<file path="config.mk">
export PLATFORM = sky130hd
export DESIGN_NAME = stream_width_downsizer
export DESIGN_NICKNAME = d
export VERILOG_FILES = /design/src/rtl/stream_width_downsizer.sv
export SDC_FILE = /design/constraint.sdc
export NUM_CORES = 1
export LEC_CHECK = 0
export BUFFER_PORTS_ARGS = -buffer_cell sky130_fd_sc_hd__buf_2
export CORE_AREA = 2 2 104 106
export DETAILED_ROUTE_END_ITERATION = 16
export DIE_AREA = 0 0 106 108
export PLACE_DENSITY = 0.86
export SKIP_LAST_GASP = 1
export SYNTH_ARGS = -nofsm -noshare
export SYNTH_HDL_FRONTEND = slang
export SYNTH_SLANG_ARGS = --single-unit
</file>
<file path="constraint.sdc">
create_clock -name ACLK -period 8.7 [get_ports ACLK]
set_input_delay 0.87 -clock ACLK [delete_from_list [all_inputs] [get_ports ACLK]]
set_output_delay 0.87 -clock ACLK [all_outputs]
set_load 0.005 [all_outputs]
</file>
<file path="src/rtl/stream_width_downsizer.sv">
// ============================================================================
// stream_width_downsizer : splits one wide AXI-Stream beat into RATIO narrow
// beats, least-significant slice first; TLAST/TDEST ride along.  Rev 1.0
// ============================================================================
`default_nettype none

module stream_width_downsizer #(
  parameter int OUT_WIDTH  = 32,
  parameter int RATIO      = 4,
  parameter int DEST_WIDTH = 4
) (
  input  logic                       ACLK,
  input  logic                       ARESETn,
  input  logic                       in_tvalid,
  output logic                       in_tready,
  input  logic [OUT_WIDTH*RATIO-1:0] in_tdata,
  input  logic                       in_tlast,
  input  logic [DEST_WIDTH-1:0]      in_tdest,
  output logic                       out_tvalid,
  input  logic                       out_tready,
  output logic [OUT_WIDTH-1:0]       out_tdata,
  output logic                       out_tlast,
  output logic [DEST_WIDTH-1:0]      out_tdest
);

  localparam int                   c_IN_WIDTH  = OUT_WIDTH * RATIO;
  localparam int                   c_IDX_W     = (RATIO > 1) ? $clog2(RATIO) : 1;
  localparam logic [c_IDX_W-1:0]   c_LAST_IDX  = c_IDX_W'(RATIO - 1);
  localparam logic [0:0]           c_EMPTY     = 1'b0;
  localparam logic [0:0]           c_SERIALIZE = 1'b1;

  logic [0:0]            r_state;
  logic [0:0]            w_state_nxt;
  logic [c_IDX_W-1:0]    r_idx;
  logic [c_IDX_W-1:0]    w_idx_nxt;
  logic [c_IN_WIDTH-1:0] r_hold_data;
  logic                  r_hold_last;
  logic [DEST_WIDTH-1:0] r_hold_dest;
  logic                  w_hold_valid;
  logic                  w_last_slice;
  logic                  w_in_hs;
  logic                  w_out_hs;
  logic [OUT_WIDTH-1:0]  w_slice;

  assign w_hold_valid = (r_state == c_SERIALIZE);
  assign w_last_slice = (r_idx == c_LAST_IDX);
  assign w_in_hs      = in_tvalid && in_tready;
  assign w_out_hs     = out_tvalid && out_tready;

  always_ff @(posedge ACLK or negedge ARESETn) begin
    if (!ARESETn) begin
      r_state <= c_EMPTY;
      r_idx   <= '0;
    end else begin
      r_state <= w_state_nxt;
      r_idx   <= w_idx_nxt;
    end
  end

  // Payload needs no reset: it is only observed while r_state is SERIALIZE.
  always_ff @(posedge ACLK) begin
    if (w_in_hs) begin
      r_hold_data <= in_tdata;
      r_hold_last <= in_tlast;
      r_hold_dest <= in_tdest;
    end
  end

  always_comb begin
    w_state_nxt = r_state;
    w_idx_nxt   = r_idx;
    case (r_state)
      c_EMPTY: begin
        if (w_in_hs) begin
          w_state_nxt = c_SERIALIZE;
          w_idx_nxt   = '0;
        end
      end
      c_SERIALIZE: begin
        if (w_out_hs) begin
          if (!w_last_slice) begin
            w_idx_nxt = r_idx + c_IDX_W'(1);
          end else if (w_in_hs) begin
            // Reload on the final slice so the narrow side sees no bubble.
            w_idx_nxt = '0;
          end else begin
            w_state_nxt = c_EMPTY;
            w_idx_nxt   = '0;
          end
        end
      end
      default: begin
        w_state_nxt = c_EMPTY;
        w_idx_nxt   = '0;
      end
    endcase
  end

  generate
    if (RATIO == 1) begin : g_single
      assign w_slice = r_hold_data;
    end else begin : g_multi
      logic [OUT_WIDTH-1:0] w_slices [RATIO];
      for (genvar g = 0; g < RATIO; g++) begin : g_slice
        assign w_slices[g] = r_hold_data[g*OUT_WIDTH +: OUT_WIDTH];
      end
      assign w_slice = w_slices[r_idx];
    end
  endgenerate

  always_comb begin
    in_tready  = !w_hold_valid || (out_tready && w_last_slice);
    out_tvalid = w_hold_valid;
    out_tdata  = w_slice;
    out_tlast  = w_hold_valid && r_hold_last && w_last_slice;
    out_tdest  = r_hold_dest;
  end

endmodule

`default_nettype wire

</file>
==> metrics <==
post-synthesis cell count roughly 190; hold crit path type in2async; Critical Path End out_tdata[22]; final critical-path required period 3320 ps; category of cells accounting for the largest share of critical-path delay flip-flops; slowest stage cell, crit path sky130_fd_sc_hd__dfrtp_2; count of inserted antenna diode cells 0; worst setup slack for register-to-register paths 5840 ps; wire length of the first global-routing pass 13700 um; Synthesis Warnings 0; Cell Count Post-Placement 492; final-report max-slew violation count 0; Crit path depth 2; Power per Cell Area around 300 nW/um2; clock insertion delay at the later pin of the skew report around 530 ps; R2R depth 4; measured slew at the worst slew-check pin approximately 1100 ps; Worst Path Max Fanout 35; Worst Path Buf+Inv 1; number of global-route vias before repair 2772; post-detailed-route via-to-cell ratio 4.90; setup slack after layout about 5400 ps; category of the worst setup path launch point flop; H-Tree Depth 4; total wire length after detailed routing ~9000 um; Required @ worst endpoint 7830 ps; outcome finished clean; sequential element share of the synthesized area 0.819; Maximum Capacitance Violations 0; highest signal layer in the routed design met4; starting DRC count in detailed routing 94; detailed placer's ending HPWL about 6200 um; last weighted congestion value of the routability-driven placer just over 0.7; clock tree root buffer cell sky130_fd_sc_hd__clkbuf_8; routed wirelength normalized by instance count about 17 um; routed metal-1 wirelength around 3600 um; CP endpoint kind primary output; count of cells resized by post-cts repair 0; library cell occupying the most area in the post-synthesis netlist sky130_fd_sc_hd__edfxtp_1; leading cell types by count after synthesis 133 x sky130_fd_sc_hd__edfxtp_1, 28 x sky130_fd_sc_hd__mux4_2, 4 x sky130_fd_sc_hd__mux4_1; width of the die between 100 and 150 um; Peak supply drop between 0.00015 and 0.0002 V; FP Rows 37; Rel. slew slack 0.260; Met3 Wirelength 663 um; number of vias after detailed routing around 2.6k; number of buffers inserted by post-CTS setup repair 0; endpoint of the worst-slack reg-to-reg timing path r_hold_data[27]; pin count of the biggest net entering global routing 70; cells traversed along the worst timing path mux4_1, buf_2; portion of the clock cycle consumed by the worst path in the final layout 0.381; total of endpoints with negative setup slack in the final report 0; number of optimization iterations in the first detailed-route pass 4; most repeated cell in the gate-level netlist after synthesis sky130_fd_sc_hd__edfxtp_1; Worst EP arrival between 2000 and 2500 ps; aggregate negative setup slack 0 ps; number of standard cells in the layout, taps in and fillers out roughly 520; Syn Nets between 300 and 400; growth of design area from synthesis to finish 32.4%; sum of met2 wire segment lengths after detailed routing around 4600 um; Synth area leaders sky130_fd_sc_hd__edfxtp_1 80%, sky130_fd_sc_hd__mux4_2 13%, sky130_fd_sc_hd__mux4_1 2.1%, sky130_fd_sc_hd__dfrtp_1 1.5%, sky130_fd_sc_hd__buf_12 1.2%; total global routing track utilization 0.169; worst clock skew on the final layout between 4 and 5 ps; Total Die Area roughly 11000 um2; Most used DFF post-synth sky130_fd_sc_hd__edfxtp_1; clock-pin transition on the worst setup and hold timing paths approximately 60 ps; Cell variety after synth 17; mean instance size in the synthesized netlist roughly 27 um2; Overflow after GRT 0; Antenna Violating Nets Remaining 0; height of the die between 100 and 150 um; worst setup path category reg2out; hold-fix buffers at CTS 0; critical path's largest stage delay 1100 ps; setup repair after global routing missed its margin false; Port Buf Inserts 175; Crit. Startpoint r_idx[0]; number of top-level pins about 180; Core Footprint between 10000 and 15000 um2; share of synthesized registers carrying an async set or reset 0.0221; startpoint of the worst-slack reg-to-reg timing path r_idx[0]; clock net sink count ~140; number of enable-type register cells in the synthesized netlist about 130; worst setup slack before clock tree synthesis approximately 5800 ps; initial cell density of the core 0.486; synthesized flop and latch total 136; Leakage approximately 2.5 nW; number of antenna violations at the first check in global routing 0; TritonCTS clock tree yes; highest clock frequency the design can meet roughly 0.3 GHz; fraction of synthesized cell area taken by the top area cell type 0.803; final net count 513; detailed-route DRC error count 0; area of the mapped netlist around 5000 um2; share of post-route cells with drive strength above 1 0.613; Hold Fails Final Rpt 0; buffer levels on the longest clock path 2; clock buffers created by TritonCTS 17
per-layer routing:
layer	track usage	vias up
met1	0.201	1239
met4	0.0883	0
li1	-	1189
met5	0	-
met2	0.273	120
met3	0.0621	19
where the power goes:
part	switching [mW]	internal (mW)
Sequential	0.0724	0.811
Combinational	0.144	0.226
Clock	0.256	0.489
registers in the layout, summed over array words and instances (netlist names):
register / flops
r_hold_data: 128
out_tvalid: 1
r_idx: 2
r_hold_last: 1
out_tdest: 4
cell families after synthesis:
logic type               count (synthesis)  synth area share
multiplexers                            33             0.150
AO/OA/AOI/OAI                            3           0.00554
flip-flops                             136             0.819
adder cells (fa/ha/maj)                  1           0.00252
buffers and inverters                    9            0.0189
AND/OR/NAND/NOR                          4           0.00453
cell usage in the layout, fill, tap and decap left out:
cell type,Yosys,layout
sky130_fd_sc_hd__a21boi_0,1,1
sky130_fd_sc_hd__a32o_1,2,2
sky130_fd_sc_hd__and3_1,1,1
sky130_fd_sc_hd__buf_2,3,175
sky130_fd_sc_hd__buf_4,0,3
sky130_fd_sc_hd__bufinv_16,0,5
sky130_fd_sc_hd__clkbuf_16,0,16
sky130_fd_sc_hd__clkbuf_8,0,1
sky130_fd_sc_hd__clkinv_1,0,3
sky130_fd_sc_hd__clkinv_2,0,3
sky130_fd_sc_hd__clkinv_4,0,1
sky130_fd_sc_hd__clkinvlp_4,0,3
sky130_fd_sc_hd__dfrtp_1,3,2
sky130_fd_sc_hd__dfrtp_2,0,1
sky130_fd_sc_hd__edfxtp_1,133,133
sky130_fd_sc_hd__ha_1,1,1
sky130_fd_sc_hd__inv_1,1,1
sky130_fd_sc_hd__mux2i_1,1,1
sky130_fd_sc_hd__mux4_1,4,4
sky130_fd_sc_hd__mux4_2,28,28
sky130_fd_sc_hd__nor2_1,1,1
sky130_fd_sc_hd__nor2b_4,0,1
sky130_fd_sc_hd__or2_2,1,1
stage by stage:
stage | utilization | instance area [um2] | power (mW) | hold slack [ps]
global route | 0.643 | 6580 | 2.09 | 114
floorplan | - | 4970 | 1.16 | 574
global placement | 0.582 | 5960 | 1.27 | 626
CTS | 0.643 | 6580 | 2.03 | 102
detailed placement | 0.582 | 5960 | 1.28 | 651
finish | 0.643 | 6580 | 2.00 | 129
cell type report:
class | instances | area (um2)
flip-flops and latches | 136 | 4070
fillers | 712 | 3650
repair buffers | 178 | 898
multi-input cells | 41 | 816
clock buffers | 17 | 414
clock inverters | 15 | 208
well taps | 136 | 170
inverters | 1 | 3.75
worst min-delay path by stage:
stage,start,to,cells past startpoint
final,ARESETn,out_tvalid,1
after global routing,ARESETn,out_tvalid,1
after detailed placement,out_tvalid,r_idx[1],1
after CTS,ARESETn,out_tvalid,1
after global placement,out_tvalid,r_idx[0],1
after floorplan,ARESETn,out_tvalid,0
Note: power is estimated with default switching activity, not from simulation.
